--- src/rtl/out_port_pkg.sv ---
// rtl/out_port_pkg.sv - shared sizing constants and helpers for the output port FIFO
package out_port_pkg;

  localparam int WIDTH  = 16;
  localparam int DEPTH  = 8;
  localparam int PTR_W  = $clog2(DEPTH);
  localparam int CNT_W  = PTR_W + 1;
  localparam int DROP_W = 8;

  // Increment that sticks at all-ones instead of wrapping
  function automatic logic [DROP_W-1:0] sat_inc8(input logic [DROP_W-1:0] v);
    return (v == {DROP_W{1'b1}}) ? v : v + {{(DROP_W-1){1'b0}}, 1'b1};
  endfunction

endpackage

--- src/rtl/fifo_mem.sv ---
// rtl/fifo_mem.sv - DEPTH x WIDTH register file, one write port, one async read port
module fifo_mem #(
  parameter int WIDTH = out_port_pkg::WIDTH,
  parameter int DEPTH = out_port_pkg::DEPTH,
  parameter int PTR_W = $clog2(DEPTH)
) (
  input  logic             clock,
  input  logic             wr_en,
  input  logic [PTR_W-1:0] wr_addr,
  input  logic [WIDTH-1:0] wr_data,
  input  logic [PTR_W-1:0] rd_addr,
  output logic [WIDTH-1:0] rd_data
);

  // Storage is deliberately left unreset; control logic masks stale words
  logic [WIDTH-1:0] mem_q [DEPTH];

  // Write the accepted word into the slot addressed by the write pointer
  always_ff @(posedge clock) begin
    if (wr_en) begin
      mem_q[wr_addr] <= wr_data;
    end
  end

  assign rd_data = mem_q[rd_addr];

endmodule

--- src/rtl/out_port_fifo.sv ---
// rtl/out_port_fifo.sv - processor output FIFO with overflow tracking and drop counter
module out_port_fifo #(
  parameter int WIDTH = out_port_pkg::WIDTH,
  parameter int DEPTH = out_port_pkg::DEPTH
) (
  input  logic                     clock,
  input  logic                     reset,
  input  logic [WIDTH-1:0]         din,
  input  logic                     wr_en,
  input  logic                     rd_ready,
  input  logic                     ovf_clr,
  output logic [WIDTH-1:0]         rd_data,
  output logic                     rd_valid,
  output logic                     full,
  output logic                     empty,
  output logic [$clog2(DEPTH):0]   count,
  output logic                     overflow,
  output logic [7:0]               drop_count
);

  import out_port_pkg::sat_inc8;

  localparam int PTR_W = $clog2(DEPTH);
  localparam int CNT_W = PTR_W + 1;

  logic [PTR_W-1:0] wr_ptr_q, wr_ptr_d;
  logic [PTR_W-1:0] rd_ptr_q, rd_ptr_d;
  logic [CNT_W-1:0] count_q, count_d;
  logic             overflow_q, overflow_d;
  logic [7:0]       drop_count_q, drop_count_d;

  logic is_full;
  logic is_empty;
  logic do_pop;
  logic do_push;
  logic do_drop;

  // Decide pop/push/drop for this cycle and compute next-state values
  always_comb begin
    is_full  = (count_q == CNT_W'(DEPTH));
    is_empty = (count_q == '0);
    do_pop   = rd_ready && !is_empty;
    // A pop in the same cycle frees a slot, so a full queue still accepts
    do_push  = wr_en && (!is_full || do_pop);
    do_drop  = wr_en && !do_push;

    wr_ptr_d = do_push ? wr_ptr_q + PTR_W'(1) : wr_ptr_q;
    rd_ptr_d = do_pop  ? rd_ptr_q + PTR_W'(1) : rd_ptr_q;

    count_d = count_q;
    case ({do_push, do_pop})
      2'b10:   count_d = count_q + CNT_W'(1);
      2'b01:   count_d = count_q - CNT_W'(1);
      default: count_d = count_q;
    endcase

    overflow_d   = overflow_q;
    drop_count_d = drop_count_q;
    if (do_drop) begin
      // A drop wins over a concurrent clear: the clear happens, then this drop counts
      overflow_d   = 1'b1;
      drop_count_d = ovf_clr ? 8'd1 : sat_inc8(drop_count_q);
    end else if (ovf_clr) begin
      overflow_d   = 1'b0;
      drop_count_d = 8'd0;
    end
  end

  // Control state register with asynchronous reset
  always_ff @(posedge clock or posedge reset) begin
    if (reset) begin
      wr_ptr_q     <= '0;
      rd_ptr_q     <= '0;
      count_q      <= '0;
      overflow_q   <= 1'b0;
      drop_count_q <= 8'd0;
    end else begin
      wr_ptr_q     <= wr_ptr_d;
      rd_ptr_q     <= rd_ptr_d;
      count_q      <= count_d;
      overflow_q   <= overflow_d;
      drop_count_q <= drop_count_d;
    end
  end

  fifo_mem #(
    .WIDTH (WIDTH),
    .DEPTH (DEPTH),
    .PTR_W (PTR_W)
  ) u_mem (
    .clock   (clock),
    .wr_en   (do_push),
    .wr_addr (wr_ptr_q),
    .wr_data (din),
    .rd_addr (rd_ptr_q),
    .rd_data (rd_data)
  );

  assign rd_valid   = !is_empty;
  assign empty      = is_empty;
  assign full       = is_full;
  assign count      = count_q;
  assign overflow   = overflow_q;
  assign drop_count = drop_count_q;

endmodule

--- config.mk ---
export PLATFORM = sky130hd
export DESIGN_NAME = out_port_fifo
export DESIGN_NICKNAME = d
export VERILOG_FILES = /design/src/rtl/out_port_pkg.sv /design/src/rtl/fifo_mem.sv /design/src/rtl/out_port_fifo.sv
export SDC_FILE = /design/constraint.sdc
export NUM_CORES = 1
export LEC_CHECK = 0
export CORE_ASPECT_RATIO = 0.9
export CORE_UTILIZATION = 35
export DETAILED_ROUTE_END_ITERATION = 8
export PLACE_DENSITY = 0.59
export RECOVER_POWER = 100
export SYNTH_ARGS = -nofsm -noshare
export SYNTH_HDL_FRONTEND = slang
export SYNTH_HIERARCHICAL = 1
export SYNTH_SLANG_ARGS = --single-unit
--- constraint.sdc ---
create_clock -name clock -period 2.9 [get_ports clock]
set_input_delay 0.58 -clock clock [delete_from_list [all_inputs] [get_ports clock]]
set_output_delay 0.58 -clock clock [all_outputs]
set_load 0.05 [all_outputs]
==> flow_metrics.tcl <==
set metrics [dict create \
    layout_common_cells "128 x edfxtp_1, 31 x dlygate4sd3_1, 28 x mux4_1, 18 x buf_4" \
    status "finished clean" \
    port_buffers 52 \
    postCtsSetupBuffers 0 \
    synth_top_cell_by_area "edfxtp_1" \
    worst_pin_slew_ps 907 \
    maxCapViolCount 0 \
    cp_max_fo 5 \
    track_usage_pct 13.7 \
    synth_compound_area_share_pct 2.15 \
    synth_cell_types 44 \
    row_count 45 \
    regToRegEndpoint "count[3]" \
    yosys-top-cells-area "edfxtp_1 63%, mux4_1 12%, dfrtp_1 7.8%" \
    antenna_found_initial 0 \
    die_area_um2 17900 \
    synth_ff_type "edfxtp_1" \
    rsz0062_at_grt "no" \
    synth_top_cell_area_share_pct 63.4 \
    viasPerCell 5.04 \
    path_clk_slew_ps 60 \
    cts_tree "done" \
    drt_pre_antenna_iters 4 \
    die_h_um 127 \
    diodes 0 \
    synthArstFlopShare_pct 12.9 \
    fp.dieW_um 141 \
    clock_skew_ps 5.95 \
    powerDensity_nw_per_um2 1060 \
    crit_chain "or4_4, inv_1, clkdlybuf4s50_1" \
    wl_per_cell_um 18.6 \
    cts_buffers 17 \
    yosysWarningCount 6 \
    setup_violations 0 \
    gp_congestion 0.784 \
    crit_slowest_cell "clkdlybuf4s50_1" \
    clkSinkCount 147 \
    fin_nets 412 \
    r2r_start "count[2]" \
    slowest_delay_ps 790 \
    first_iter_violations 170 \
    cp.required_ps 2320 \
    cp.arrival_ps 2260 \
    reg2reg_slack_ps 120 \
    route.antenna.remaining_nets 0 \
    whs_ps 487 \
    ir_worst_vdd_uv 695 \
    syn_area_um2 6060 \
    final_common_cell "edfxtp_1" \
    totalWireLength_mm 11.3 \
    postSynthCellCount 304 \
    hold_path_startpoint "wr_ptr_q[2]" \
    syn_nets 332 \
    cp-start-kind "register" \
    crit_path_end "empty" \
    cts_max_level 4 \
    syn_to_final_growth_pct 22.2 \
    start_util_pct 35.9 \
    endpoint_kind "output pin" \
    ios 53 \
    drive_above_1_share_pct 20.2 \
    grt_pass1_wl_mm 17.6 \
    fmax_ghz 0.352 \
    num_vias 3062 \
    tns_ps 0 \
    synth_edf_count 128 \
    crit_start "count[2]" \
    yosysSeqAreaShare_pct 71.2 \
    min_path_type "reg2reg" \
    drc 0 \
    synth_area_per_cell_um2 19.9 \
    hpwlAfterDp_mm 7.17 \
    leakagePower_nw 2.67 \
    synth_xor_area_share_pct 1.01 \
    synthSimpleGateAreaFrac_pct 4.54 \
    crit_type "reg2out" \
    relSlewSlack_pct 39.6 \
    grt_pass1_vias 3137 \
    ys_seq_elements 147 \
    slew_violations 0 \
    synth_top_family_by_area "multiplexers" \
    clock_path_buffers 2 \
    reg2reg_depth 8 \
    finalCritPeriodShare_pct 97.9 \
    hold_path_depth 1 \
    clock_latency_ps 410 \
    coreArea_um2 16900 \
    yosys-mux-area-fraction_pct 17.3 \
    root_buffer "clkbuf_16" \
    synthAdderAreaFrac_pct 1.57 \
    gr-total-overflow 0 \
    grt_max_degree 35 \
    finalHoldViolCount 0 \
    period_needed_ps 2840 \
]
==> worst min path at each step <==
stage	end
CTS	wr_ptr_q[2]
finish	wr_ptr_q[2]
global placement	wr_ptr_q[2]
detailed placement	wr_ptr_q[2]
global route	wr_ptr_q[2]
floorplan	wr_ptr_q[2]
==> per-layer routing <==
metal  up-vias  global-route usage [%]  wire length [um]
met3        11                    3.81               372
met2        52                    21.4              5430
met4         0                    6.39               162
li1       1407                       -                 -
met5         -                       0                 0
met1      1592                    17.8              5300
==> kinds of logic after synthesis <==
| logic type | count (synthesis) |
|---|---|
| simple gates | 51 |
| xor+xnor | 7 |
| fa+ha+maj | 7 |
| flops | 147 |
| buf+inv | 23 |
| mux | 52 |
| compound gates | 17 |
==> where the power goes <==
part / internal, W / total, W / switching (W)
registers: 0.00267 / 0.00280 / 0.000134
logic: 0.00111 / 0.00287 / 0.00176
clock network: 0.00142 / 0.00220 / 0.000781
==> worst max-delay path: cells and delay by family, from the launching register on <==
family / cells / cell delay (ps)
buffers and inverters: 2 / 860
DFF: 1 / 430
and+or+nand+nor: 1 / 550
==> timing repair <==
action	CTS	global route
hold buffers	0	0
resized for setup	1	0
setup endpoints to repair	1	0
==> stage by stage <==
step / util (%) / cell area [um2] / std cells / power, W / setup WS (ps)
detailed placement: 40.9 / 6910 / 576 / 0.00585 / 88.9
CTS: 44.4 / 7510 / 607 / 0.00807 / 33.0
global placement: 40.9 / 6910 / 576 / 0.00582 / 199
finish: 43.9 / 7410 / 607 / 0.00787 / 60.8
floorplan: - / 6070 / 304 / 0.00497 / 20.0
global route: 43.9 / 7410 / 607 / 0.00822 / 4.95
==> state kept, by name, indices dropped and copies added, names as in the netlist <==
signal	cells
u_mem/mem_q	128
drop_count	8
count	4
rd_ptr_q	3
wr_ptr_q	3
overflow	1
==> Yosys cell counts, types with 3 or more instances <==
library cell / instances
mux2i_1: 3
xnor2_1: 4
mux4_1: 28
edfxtp_1: 128
nand2_1: 11
a21oi_1: 4
nand3_1: 7
o21ai_0: 4
nand2b_1: 3
inv_1: 10
ha_1: 6
mux4_2: 4
mux2_2: 16
nor3_1: 4
xor2_1: 3
buf_1: 5
buf_6: 5
nor2_1: 11
dfrtp_1: 19
==> area by class of cell <==
type,count,area (um2)
fill,1488,9480
sequential,147,4320
multi-input combinational,134,1600
timing repair buffer,73,586
clock buffer,19,433
tap,211,264
clock inverter,12,164
inverter,11,42.5
Power figures use the tool's default switching activity.
